`config.mk`:
```
export PLATFORM = sky130hd
export DESIGN_NAME = an_barrett_decoder_pipe_flat
export DESIGN_NICKNAME = d
export VERILOG_FILES = /design/src/rtl/an_barrett_decoder_pipe_pkg.sv /design/src/rtl/an_barrett_decoder_pipe_if.sv /design/src/rtl/an_barrett_decoder_pipe_correct.sv /design/src/rtl/an_barrett_decoder_pipe.sv /design/src/flat_wrapper.sv
export SDC_FILE = /design/constraint.sdc
export NUM_CORES = 1
export LEC_CHECK = 0
export ABC_AREA = 0
export BUFFER_PORTS_ARGS = -buffer_cell sky130_fd_sc_hd__buf_2
export CAP_MARGIN = 20
export CORE_AREA = 2 2 165 167
export DETAILED_ROUTE_END_ITERATION = 8
export DIE_AREA = 0 0 167 169
export PLACE_DENSITY = 0.61
export REMOVE_ABC_BUFFERS = 1
export SLEW_MARGIN = 10
export SYNTH_ARGS = -nofsm -noshare
export SYNTH_HDL_FRONTEND = slang
export SYNTH_SLANG_ARGS = --single-unit
```
`constraint.sdc`:
```
create_clock -name clk -period 13.15 [get_ports clk]
set_input_delay 1.9725 -clock clk [delete_from_list [all_inputs] [get_ports clk]]
set_output_delay 1.9725 -clock clk [all_outputs]
set_load 0.1 [all_outputs]
```
`src/rtl/an_barrett_decoder_pipe_pkg.sv`:
```
// Shared AN-code constants and elaboration-time helpers for Barrett decoding.
package an_pkg;

    localparam int AN_A    = 13;
    localparam int AN_CW_W = 16;

    // Width used for elaboration-time arithmetic; wide enough for 2**K with K up to 2*CW_W.
    localparam int AN_WIDE = 128;

    // Barrett constant floor(2**k / a).
    function automatic logic [AN_WIDE-1:0] barrett_m(input int a, input int k);
        logic [AN_WIDE-1:0] one;
        logic [AN_WIDE-1:0] div;
        one = AN_WIDE'(1);
        div = AN_WIDE'(a);
        return (one << k) / div;
    endfunction

    // Bits needed to hold the largest quotient (2**cw_w - 1) / a exactly.
    function automatic int an_q_width(input int cw_w, input int a);
        logic [AN_WIDE-1:0] max_q;
        max_q = ((AN_WIDE'(1) << cw_w) - AN_WIDE'(1)) / AN_WIDE'(a);
        return $clog2(max_q + AN_WIDE'(1));
    endfunction

    // Bits needed to hold a residue in [0, a-1].
    function automatic int an_r_width(input int a);
        return $clog2(a);
    endfunction

endpackage

```
`src/rtl/an_barrett_decoder_pipe_if.sv`:
```
// Codeword-in / decoded-result-out stream bundle for the AN decoder.
interface an_barrett_decoder_pipe_if
    import an_pkg::*;
#(
    parameter int CW_W = AN_CW_W,
    parameter int A    = AN_A
);

    localparam int Q_W = an_q_width(CW_W, A);
    localparam int R_W = an_r_width(A);

    logic            in_valid;
    logic            in_ready;
    logic [CW_W-1:0] in_codeword;
    logic            out_valid;
    logic            out_ready;
    logic [Q_W-1:0]  out_q;
    logic [R_W-1:0]  out_r;
    logic            out_error;

    // Source of codewords and sink of results.
    modport master (
        output in_valid,
        output in_codeword,
        output out_ready,
        input  in_ready,
        input  out_valid,
        input  out_q,
        input  out_r,
        input  out_error
    );

    // The decoder itself.
    modport slave (
        input  in_valid,
        input  in_codeword,
        input  out_ready,
        output in_ready,
        output out_valid,
        output out_q,
        output out_r,
        output out_error
    );

endinterface

```
`src/rtl/an_barrett_decoder_pipe_correct.sv`:
```
// Final Barrett correction: one conditional subtract of A plus the error flag.
module an_barrett_correct #(
    parameter int CW_W = 16,
    parameter int A    = 13,
    parameter int Q_W  = 13,
    parameter int R_W  = 4
) (
    input  logic [Q_W-1:0]  q_est,
    input  logic [CW_W:0]   r_est,
    output logic [Q_W-1:0]  q,
    output logic [R_W-1:0]  r,
    output logic            error
);

    localparam logic [CW_W:0] A_EXT = (CW_W + 1)'(A);

    logic          take;
    logic [CW_W:0] r_sel;

    // r_est == A must also subtract; the flag looks at the full-width residue.
    always_comb begin
        take  = (r_est >= A_EXT);
        q     = take ? (q_est + Q_W'(1)) : q_est;
        r_sel = take ? (r_est - A_EXT) : r_est;
        r     = r_sel[R_W-1:0];
        error = (r_sel != '0);
    end

endmodule

```
`src/rtl/an_barrett_decoder_pipe.sv`:
```
// Three-stage Barrett AN-code decoder with global-stall handshake and saturating error counter.
module an_barrett_decoder_pipe
    import an_pkg::*;
#(
    parameter int CW_W  = AN_CW_W,
    parameter int A     = AN_A,
    parameter int K     = 2 * CW_W,
    parameter int CNT_W = 16
) (
    input  logic                    clk,
    input  logic                    rst_n,
    an_barrett_decoder_pipe_if.slave bus,
    input  logic                    clr_count,
    output logic [CNT_W-1:0]        err_count
);

    localparam logic [AN_WIDE-1:0] M_FULL = barrett_m(A, K);
    localparam logic [K-1:0]       M      = M_FULL[K-1:0];
    localparam int                 P_W    = CW_W + K;
    localparam int                 Q_W    = an_q_width(CW_W, A);
    localparam int                 R_W    = an_r_width(A);
    localparam logic [CW_W:0]      A_EXT  = (CW_W + 1)'(A);

    logic            en;

    logic            s1_valid_q, s1_valid_d;
    logic [CW_W-1:0] s1_cw_q,    s1_cw_d;
    logic [P_W-1:0]  s1_p_q,     s1_p_d;

    logic            s2_valid_q, s2_valid_d;
    logic [Q_W-1:0]  s2_q_est_q, s2_q_est_d;
    logic [CW_W:0]   s2_r_est_q, s2_r_est_d;

    logic            out_valid_q, out_valid_d;
    logic [Q_W-1:0]  out_q_q,     out_q_d;
    logic [R_W-1:0]  out_r_q,     out_r_d;
    logic            out_error_q, out_error_d;

    logic [CNT_W-1:0] err_count_q, err_count_d;

    logic [P_W-1:0]  product;
    logic [CW_W-1:0] q_est_full;
    logic [CW_W:0]   q_times_a;
    logic [CW_W:0]   r_est;
    logic [Q_W-1:0]  corr_q;
    logic [R_W-1:0]  corr_r;
    logic            corr_err;

    // Low product bits are below the Barrett shift, and q_est never reaches the top CW_W-Q_W bits.
    logic            unused_bits;

    assign en = !out_valid_q || bus.out_ready;

    assign product    = {{K{1'b0}}, bus.in_codeword} * {{CW_W{1'b0}}, M};
    assign q_est_full = s1_p_q[P_W-1:K];
    assign q_times_a  = {1'b0, q_est_full} * A_EXT;
    assign r_est      = {1'b0, s1_cw_q} - q_times_a;
    assign unused_bits = ^{s1_p_q[K-1:0], q_est_full[CW_W-1:Q_W]};

    an_barrett_correct #(
        .CW_W (CW_W),
        .A    (A),
        .Q_W  (Q_W),
        .R_W  (R_W)
    ) u_correct (
        .q_est (s2_q_est_q),
        .r_est (s2_r_est_q),
        .q     (corr_q),
        .r     (corr_r),
        .error (corr_err)
    );

    // Whole pipeline, valid bits included, advances together or holds together.
    always_comb begin
        s1_valid_d  = s1_valid_q;
        s1_cw_d     = s1_cw_q;
        s1_p_d      = s1_p_q;
        s2_valid_d  = s2_valid_q;
        s2_q_est_d  = s2_q_est_q;
        s2_r_est_d  = s2_r_est_q;
        out_valid_d = out_valid_q;
        out_q_d     = out_q_q;
        out_r_d     = out_r_q;
        out_error_d = out_error_q;
        if (en) begin
            s1_valid_d  = bus.in_valid;
            s1_cw_d     = bus.in_codeword;
            s1_p_d      = product;
            s2_valid_d  = s1_valid_q;
            s2_q_est_d  = q_est_full[Q_W-1:0];
            s2_r_est_d  = r_est;
            out_valid_d = s2_valid_q;
            out_q_d     = corr_q;
            out_r_d     = corr_r;
            out_error_d = corr_err;
        end
    end

    // Count delivered error results; clear beats a simultaneous increment, no wrap at full scale.
    always_comb begin
        err_count_d = err_count_q;
        if (clr_count) begin
            err_count_d = '0;
        end else if (out_valid_q && bus.out_ready && out_error_q && (err_count_q != '1)) begin
            err_count_d = err_count_q + CNT_W'(1);
        end
    end

    // State registers with synchronous active-low reset.
    always_ff @(posedge clk) begin
        if (!rst_n) begin
            s1_valid_q  <= 1'b0;
            s1_cw_q     <= '0;
            s1_p_q      <= '0;
            s2_valid_q  <= 1'b0;
            s2_q_est_q  <= '0;
            s2_r_est_q  <= '0;
            out_valid_q <= 1'b0;
            out_q_q     <= '0;
            out_r_q     <= '0;
            out_error_q <= 1'b0;
            err_count_q <= '0;
        end else begin
            s1_valid_q  <= s1_valid_d;
            s1_cw_q     <= s1_cw_d;
            s1_p_q      <= s1_p_d;
            s2_valid_q  <= s2_valid_d;
            s2_q_est_q  <= s2_q_est_d;
            s2_r_est_q  <= s2_r_est_d;
            out_valid_q <= out_valid_d;
            out_q_q     <= out_q_d;
            out_r_q     <= out_r_d;
            out_error_q <= out_error_d;
            err_count_q <= err_count_d;
        end
    end

    assign bus.in_ready  = en;
    assign bus.out_valid = out_valid_q;
    assign bus.out_q     = out_q_q;
    assign bus.out_r     = out_r_q;
    assign bus.out_error = out_error_q;
    assign err_count     = err_count_q;

endmodule

```
`src/flat_wrapper.sv`:
```
// flat-port wrapper written by rule: the top's interface ports become plain ports
module an_barrett_decoder_pipe_flat import an_pkg::*;
#(
    parameter int CW_W  = AN_CW_W,
    parameter int A     = AN_A,
    parameter int K     = 2 * CW_W,
    parameter int CNT_W = 16
)
  (clk, rst_n, clr_count, err_count, bus_in_valid, bus_in_codeword, bus_out_ready, bus_in_ready, bus_out_valid, bus_out_q, bus_out_r, bus_out_error);
  an_barrett_decoder_pipe_if #(.CW_W(CW_W), .A(A)) bus_i ();
  input  logic clk;
  input  logic rst_n;
  input  logic clr_count;
  output logic [CNT_W-1:0] err_count;
  input wire logic [$bits(bus_i.in_valid)-1:0] bus_in_valid;
  input wire logic [$bits(bus_i.in_codeword)-1:0] bus_in_codeword;
  input wire logic [$bits(bus_i.out_ready)-1:0] bus_out_ready;
  output wire logic [$bits(bus_i.in_ready)-1:0] bus_in_ready;
  output wire logic [$bits(bus_i.out_valid)-1:0] bus_out_valid;
  output wire logic [$bits(bus_i.out_q)-1:0] bus_out_q;
  output wire logic [$bits(bus_i.out_r)-1:0] bus_out_r;
  output wire logic [$bits(bus_i.out_error)-1:0] bus_out_error;
  assign bus_i.in_valid = bus_in_valid;
  assign bus_i.in_codeword = bus_in_codeword;
  assign bus_i.out_ready = bus_out_ready;
  assign bus_in_ready = bus_i.in_ready;
  assign bus_out_valid = bus_i.out_valid;
  assign bus_out_q = bus_i.out_q;
  assign bus_out_r = bus_i.out_r;
  assign bus_out_error = bus_i.out_error;
  an_barrett_decoder_pipe #(.CW_W(CW_W), .A(A), .K(K), .CNT_W(CNT_W)) u_core (.clk(clk), .rst_n(rst_n), .bus(bus_i), .clr_count(clr_count), .err_count(err_count));
endmodule
```
Word-level counts from Yosys, hierarchy flattened

Cells that the tools add are included.

Magnitude comparators: 1
Add/subtract/negate cells: 4
Multiplexer cells: 2
Reduce and logical (&&, ||, !) cells: 7
Equality and inequality tests: 1
Bitwise operators: 1
$mul: 2

Operators by type and width:

| kind                                                                    | number |
|---|---|
| 16-bit by 29-bit multiplier with 45-bit output (second input constant)  | 1 |
| 17-bit by 4-bit >= comparator with 1-bit output (second input constant) | 1 |
| 13-bit by 4-bit multiplier with 17-bit output (second input constant)   | 1 |
| 17-bit 2-to-1 mux                                                       | 1 |
| 17-bit nonzero test                                                     | 1 |
| 16-bit by 17-bit subtractor with 17-bit output                          | 1 |
| 17-bit by 4-bit subtractor with 17-bit output (second input constant)   | 1 |
| 16-bit by 1-bit adder with 16-bit output (second input constant)        | 1 |
| 16-bit != test (second input constant)                                  | 1 |
| 13-bit by 1-bit adder with 13-bit output (second input constant)        | 1 |
| 13-bit 2-to-1 mux                                                       | 1 |
| 1-bit logical AND                                                       | 3 |
| 2-bit OR reduction                                                      | 1 |
| 1-bit zero test                                                         | 1 |
| 1-bit logical OR                                                        | 1 |
| 1-bit inverter                                                          | 1 |

Logic and storage cells: 29
Bits of input ports: 21
Output and inout port bits: 36
Register bits after elaboration: 128

Logic depth before layout (Yosys ltp)

Gate-level depths: netlist (run 1).

Word-level depth: 3
Mapped depth: 22

Cells and area by module

A second synthesis (run 1) with hierarchy kept.

Cells, all modules: 1310
Area, all modules: 11551.1 µm²

Modules (own cells, without submodules):

| module                  | instances | cells each | area an instance (µm²) | seq. area each (µm²) |
|---|---|---|---|---|
| an_barrett_decoder_pipe | 1         | 1224       | 10971.8                | 1921.8 |
| an_barrett_correct      | 1         | 86         | 579.3                  | 0.0 |

Least setup slack after synthesis (run 1)

OpenSTA, ideal clock, no wires.

Path kind: input port to flip-flop
From: in bus_in_codeword[1]
To: reg u_core.s1_p_q[43]
Setup slack: 6.156 ns
Stages on the path: 19
Required time: 13.063 ns
Data arrival time: 6.907 ns
Library setup time: 0.087 ns
Path through: inv_1 > fa_1 > fa_1 > fa_1 > inv_1 > fa_1 > fa_1 > inv_1 > fa_1 > inv_1 > ha_1 > nand4_1 > nor4_1 > nor2_1 > a31oi_1 > o21ai_1 > o21ai_0 > a211oi_1 > o31ai_1

Word-level cells in the longest chain between the ends: 1

RTL lines:

| item                                           | RTL line                       | source |
|---|---|---|
| start, declared                                | flat_wrapper.sv:16             | `input wire logic [$bits(bus_i.in_codeword)-1:0] bus_in_codeword;` |
| 16-bit by 29-bit multiplier with 45-bit output | an_barrett_decoder_pipe.sv:54  | `assign product = {{K{1'b0}}, bus.in_codeword} * {{CW_W{1'b0}}, M};` |
| end signal, assigned                           | an_barrett_decoder_pipe.sv:126 | `s1_p_q <= s1_p_d;` |
| end, declared                                  | an_barrett_decoder_pipe.sv:28  | `logic [P_W-1:0] s1_p_q, s1_p_d;` |

Every way passes these cells.
A chain may end at the register's enable or synchronous reset.

Worst setup path after layout (run 1)

From: in bus_in_codeword[1]
To: reg u_core.s1_p_q[41]

The elaborated chain is that of the path after synthesis.

==> results.json, run 1 <==
{
  "die_w_um": 167,
  "avgSynthCellArea_um2": 8.864,
  "outcome": "completed",
  "timing.rr.end": "u_core.s2_r_est_q[14]$_SDFFE_PN0P_",
  "grt_pass1_vias": 8858,
  "startpoint_type": "input pin",
  "crit_path_end_kind": "flip-flop",
  "grt_max_degree": 94,
  "fin_crit_sh": 0.5604,
  "root_buffer": "clkbuf_16",
  "via_per_inst": 5.144,
  "core_um2": 26500,
  "yosysSeqAreaShare": 0.1641,
  "cts.path.max_buffers": 2,
  "async_flop_share": 0,
  "hp-start": "u_core.bus.out_r[1]$_SDFFE_PN0P_",
  "final_cell_mix": "inv_1, ha_1, nand2_1",
  "min_period_ns": 7.369,
  "finClkSkew_ns": 0.01484,
  "synthAdderAreaFrac": 0.4374,
  "syn_inst": 1321,
  "globalRouteTotalUtil": 0.2037,
  "rsz0062_at_grt": "no",
  "routed_wl_um": 27710,
  "mostFrequentLayoutCell": "inv_1",
  "synth_warnings": 0,
  "cts_resized": 0,
  "synth_mux_area_frac": 0.003419,
  "path_class": "in2reg",
  "diodes": 0,
  "fmax_mhz": 135.7,
  "antenna_found_initial": 0,
  "cts_inserted_buffers": 9,
  "drc": 0,
  "maxCapViolCount": 0,
  "via_count": 8776,
  "synth-xor-area-share": 0.03665,
  "rows": 60,
  "drtIter0Drc": 457,
  "crit_arrival_ns": 7.59,
  "r2r_slack_ns": 9.36,
  "ys.flop_type": "dfxtp_1",
  "path_clk_slew_ns": 0.07,
  "finalSetupViolations": 0,
  "drive_gt1_frac": 0.06300,
  "r2r.worst_path.cells": 13,
  "grt-ovfl-total": 0,
  "ys_types": 67,
  "ys_seq_elements": 96,
  "holdBufCountCts": 0,
  "htree_levels": 3,
  "min_to": "u_core.bus.out_r[1]$_SDFFE_PN0P_",
  "final_net_count": 1710,
  "die-area_um2": 28220,
  "initial_core_util": 0.4419,
  "fin_tns_setup_ns": 0,
  "synth_top_family_by_area": "adder cells",
  "synth_area_um2": 11710,
  "port_buffers": 56,
  "dp_hpwl_um": 22890,
  "synthSimpleGateAreaFrac": 0.1314,
  "gp_congestion": 0.9392,
  "insertion_delay_ns": 0.36,
  "synth_edf_count": 0,
  "die_y_um": 169,
  "slew_headroom": 0.3972,
  "cts_tree": "built",
  "hold_class": "reg2reg",
  "rr_startpoint": "u_core.s1_p_q[34]$_SDFFE_PN0P_",
  "io_pins": 57,
  "grt_pass1_wl_um": 45840,
  "synth-compound-area-share": 0.1336,
  "worst_slew_pin_slew_ns": 0.9042,
  "path_max_fanout": 7,
  "ant_nets": 0,
  "slew_viol_final": 0,
  "wire_per_inst_um": 16.25,
  "clock_sinks": 96,
  "hold_viol_final": 0,
  "area_growth_pct": 7.671,
  "cts_setup_buffers": 0,
  "worstHoldPathCells": 2,
  "drtPass1Iterations": 5,
  "required_ns": 13.38
}
## worst max path at each step
stage,cells after the start,to,startpoint
floorplan,2,bus_in_ready,bus_out_ready
global placement,18,u_core.s1_p_q[41]$_SDFFE_PN0P_,bus_in_codeword[1]
detailed placement,22,u_core.s1_p_q[43]$_SDFFE_PN0P_,bus_in_codeword[13]
CTS,18,u_core.s1_p_q[41]$_SDFFE_PN0P_,bus_in_codeword[1]
global route,22,u_core.s1_p_q[34]$_SDFFE_PN0P_,bus_in_codeword[13]
finish,18,u_core.s1_p_q[41]$_SDFFE_PN0P_,bus_in_codeword[1]
## flip-flops by register name, summed over array words and instances (netlist names)
name	cells
u_core.bus.out_r	4
u_core.s2_q_est_q	13
u_core.bus.out_valid	1
u_core.s2_r_est_q	17
u_core.s1_p_q	13
u_core.bus.out_error	1
u_core.s1_cw_q	16
u_core.err_count	16
u_core.s2_valid_q	1
u_core.bus.out_q	13
u_core.s1_valid_q	1
## through the flow
stage	setup slack, ns	hold slack (ns)	instance area [µm²]	util	instances
after floorplan	3.755	0.4406	11590	-	1290
after global placement	5.500	0.4523	12330	0.4653	1690
after detailed placement	5.487	0.4601	12330	0.4653	1690
after CTS	5.813	0.4681	12610	0.4758	1706
after global routing	5.441	0.4918	12610	0.4758	1706
final	5.781	0.4643	12610	0.4758	1706
## cell families after synthesis
family | count (synthesis)
compound gates | 231
xor+xnor | 49
simple gates | 321
buf+inv | 291
fa+ha+maj | 329
mux | 4
flops | 96
## layout make-up
cell class                 instances  area [µm²]
fill                            2634       13890
multi-input combinational        934        8702
sequential                        96        1922
inverter                         260       975.9
tap                              341       426.7
timing repair buffer              59       302.8
clock buffer                       9       225.2
clock inverter                     7       53.80
## cells in the mapped netlist (5+ instances only)
cell type | n | share of area
a21boi_0 | 36 | 0.023
a21o_1 | 17 | 0.011
a21oi_1 | 40 | 0.017
and2_1 | 13 | 0.0069
and3_1 | 8 | 0.0043
buf_1 | 5 | 0.0016
clkbuf_1 | 25 | 0.0080
dfxtp_1 | 96 | 0.16
fa_1 | 134 | 0.23
ha_1 | 195 | 0.21
inv_1 | 259 | 0.083
nand2_1 | 136 | 0.044
nand3_1 | 36 | 0.015
nand4_1 | 18 | 0.0096
nor2_1 | 48 | 0.015
nor2b_1 | 8 | 0.0043
nor3_1 | 13 | 0.0056
nor4_1 | 6 | 0.0032
o211a_1 | 15 | 0.013
o211ai_1 | 12 | 0.0077
o21a_1 | 8 | 0.0051
o21ai_0 | 54 | 0.023
or3_1 | 13 | 0.0069
xnor2_1 | 23 | 0.017
xor2_1 | 26 | 0.019
## worst max-delay path, stage by stage
cell	delay, ns
buf_2	0.16
inv_1	0.11
fa_1	0.56
fa_1	0.44
fa_1	0.54
fa_1	0.52
fa_1	0.55
inv_1	0.06
fa_1	0.48
ha_1	0.34
a21o_1	0.20
a311oi_1	0.29
o21a_1	0.18
o2bb2ai_1	0.16
o41ai_1	0.58
o22ai_1	0.19
xnor2_1	0.16
o21ai_0	0.08
## routing by layer
metal | part of all wire | global-route usage
met3 | 0.024 | 0.01730
met2 | 0.48 | 0.3541
met1 | 0.47 | 0.2718
met5 | 0 | 0
met4 | 0.023 | 0.05960
Power of run 1 is left out: the tool's default activity adds up to more than one toggle a clock period on the data nets, which glitch-free logic cannot reach.
==> inputs of run 2 (changes only) <==
==> constraint.sdc (replaced) <==
create_clock -name clk -period 7.65 [get_ports clk]
set_input_delay 1.1475 -clock clk [delete_from_list [all_inputs] [get_ports clk]]
set_output_delay 1.1475 -clock clk [all_outputs]
set_load 0.1 [all_outputs]
==> run 2 against run 1 <==
Via count is 0.34% higher. Flip-flop and latch count stayed put. Highest routed layer unchanged. Register-to-register slack worse by 5.5 ns. Utilization hardly changed. Cell count stayed put. Worst hold slack worse by 0.0011 ns.
==> results.json, run 2 (synthesis gave the netlist of run 1 again) <==
{
  "largest_reg_flops": 17,
  "met3_usage": 0.01964,
  "path_max_fanout": 7,
  "clock_sinks": 96,
  "post_dp_cell_area_um2": 12330,
  "dp_hpwl_um": 23020,
  "grt_pass1_wl_um": 46550,
  "rr_startpoint": "u_core.s1_p_q[34]$_SDFFE_PN0P_",
  "cts_resized": 0,
  "root_buffer": "clkbuf_16",
  "die-area_um2": 28220,
  "hp-start": "u_core.bus.out_r[1]$_SDFFE_PN0P_",
  "hold_class": "reg2reg",
  "top_register": "u_core.s2_r_est_q",
  "cts_inserted_buffers": 9,
  "wire_per_inst_um": 16.29,
  "io_pins": 57,
  "crit_arrival_ns": 6.75,
  "startpoint": "bus_in_codeword[1]",
  "insertion_delay_ns": 0.36,
  "via_per_inst": 5.162,
  "drtPass1Iterations": 5,
  "cts_tree": "built",
  "outcome": "completed",
  "drtIter0Drc": 490,
  "via_count": 8806,
  "required_ns": 7.90,
  "final_cell_mix": "inv_1, ha_1, nand2_1",
  "min_period_ns": 6.505,
  "antenna_found_initial": 0,
  "crit_path_end_kind": "flip-flop",
  "rows": 60,
  "fin_crit_sh": 0.8503,
  "drive_gt1_frac": 0.06300,
  "met1_usage": 0.2735,
  "grt-ovfl-total": 0,
  "design_area_um2": 12610,
  "dpl.cell_count": 1690,
  "hold_viol_final": 0,
  "final_net_count": 1710,
  "core_um2": 26500,
  "grt_pass1_vias": 8989,
  "mostFrequentLayoutCell": "inv_1",
  "grt_max_degree": 94,
  "finalSetupViolations": 0,
  "cts_setup_buffers": 0,
  "path_class": "in2reg",
  "startpoint_type": "input pin",
  "finClkSkew_ns": 0.01162,
  "slew_viol_final": 0,
  "path_clk_slew_ns": 0.07,
  "cts.path.max_buffers": 2,
  "top_usage_layer": "met2",
  "slew_headroom": 0.4087,
  "initial_core_util": 0.4419,
  "ant_nets": 0,
  "die_w_um": 167,
  "holdBufCountCts": 0,
  "globalRouteTotalUtil": 0.2063,
  "area_growth_pct": 7.693,
  "die_y_um": 169,
  "rsz0062_at_grt": "no",
  "drc": 0,
  "final_core_util": 0.4759,
  "grt_use_met2": 0.3586,
  "maxCapViolCount": 0,
  "fmax_mhz": 153.7,
  "instances_no_fill": 1706,
  "htree_levels": 3,
  "diodes": 0,
  "worst_slew_pin_slew_ns": 0.8869,
  "port_buffers": 56,
  "fin_tns_setup_ns": 0,
  "gp_congestion": 0.9392,
  "routed_wl_um": 27800
}
run 2: cell counts in the layout (fill, tap and decap cells not counted):
Identical to the previous run, type by type.
run 2: path summary, 6_finish.rpt:
| path | slack (ns) | cells after the start | end |
|---|---|---|---|
| min reg2reg | 0.46 | 2 | u_core.bus.out_r[1]$_SDFFE_PN0P_ |
| max | 1.15 | 18 | u_core.s1_p_q[34]$_SDFFE_PN0P_ |
| min | 0.46 | 2 | u_core.bus.out_r[1]$_SDFFE_PN0P_ |
| max reg2reg | 3.81 | 13 | u_core.s2_r_est_q[14]$_SDFFE_PN0P_ |
run 2: metal layers:
layer / wire [µm] / vias to the layer above
met1: 12850 / 4143
met5: 0 / -
met3: 944 / 39
met2: 13350 / 186
met4: 649 / 0
li1: - / 4438
run 2: area by class of cell:
cell class / count / area [µm²]
clock buffers: 9 / 225.2
inverters: 260 / 975.9
well taps: 341 / 426.7
fillers: 2620 / 13890
flip-flops and latches: 96 / 1922
repair buffers: 59 / 302.8
multi-input cells: 934 / 8702
clock inverters: 7 / 56.30
run 2: stage by stage:
stage | hold slack, ns | worst slack [ns]
4_1_cts | 0.4654 | 1.165
3_5_place_dp | 0.4557 | 0.7953
3_3_place_gp | 0.4523 | 0.8248
6_report | 0.4632 | 1.145
2_1_floorplan | 0.4406 | -0.1368
5_1_grt | 0.4970 | 0.7617
run 2: critical path, cell delays in order:
cell and delay, ns:
buf_2 0.16, inv_1 0.11, fa_1 0.55, fa_1 0.44, fa_1 0.53, fa_1 0.52, fa_1 0.55, inv_1 0.06
fa_1 0.48, ha_1 0.34, a21o_1 0.20, a311oi_1 0.28, o21a_1 0.19, o2bb2ai_1 0.15, o41ai_1 0.58, xor2_1 0.19
o21ai_0 0.08, and2_1 0.18
Power of run 2 is left out for the same reason.
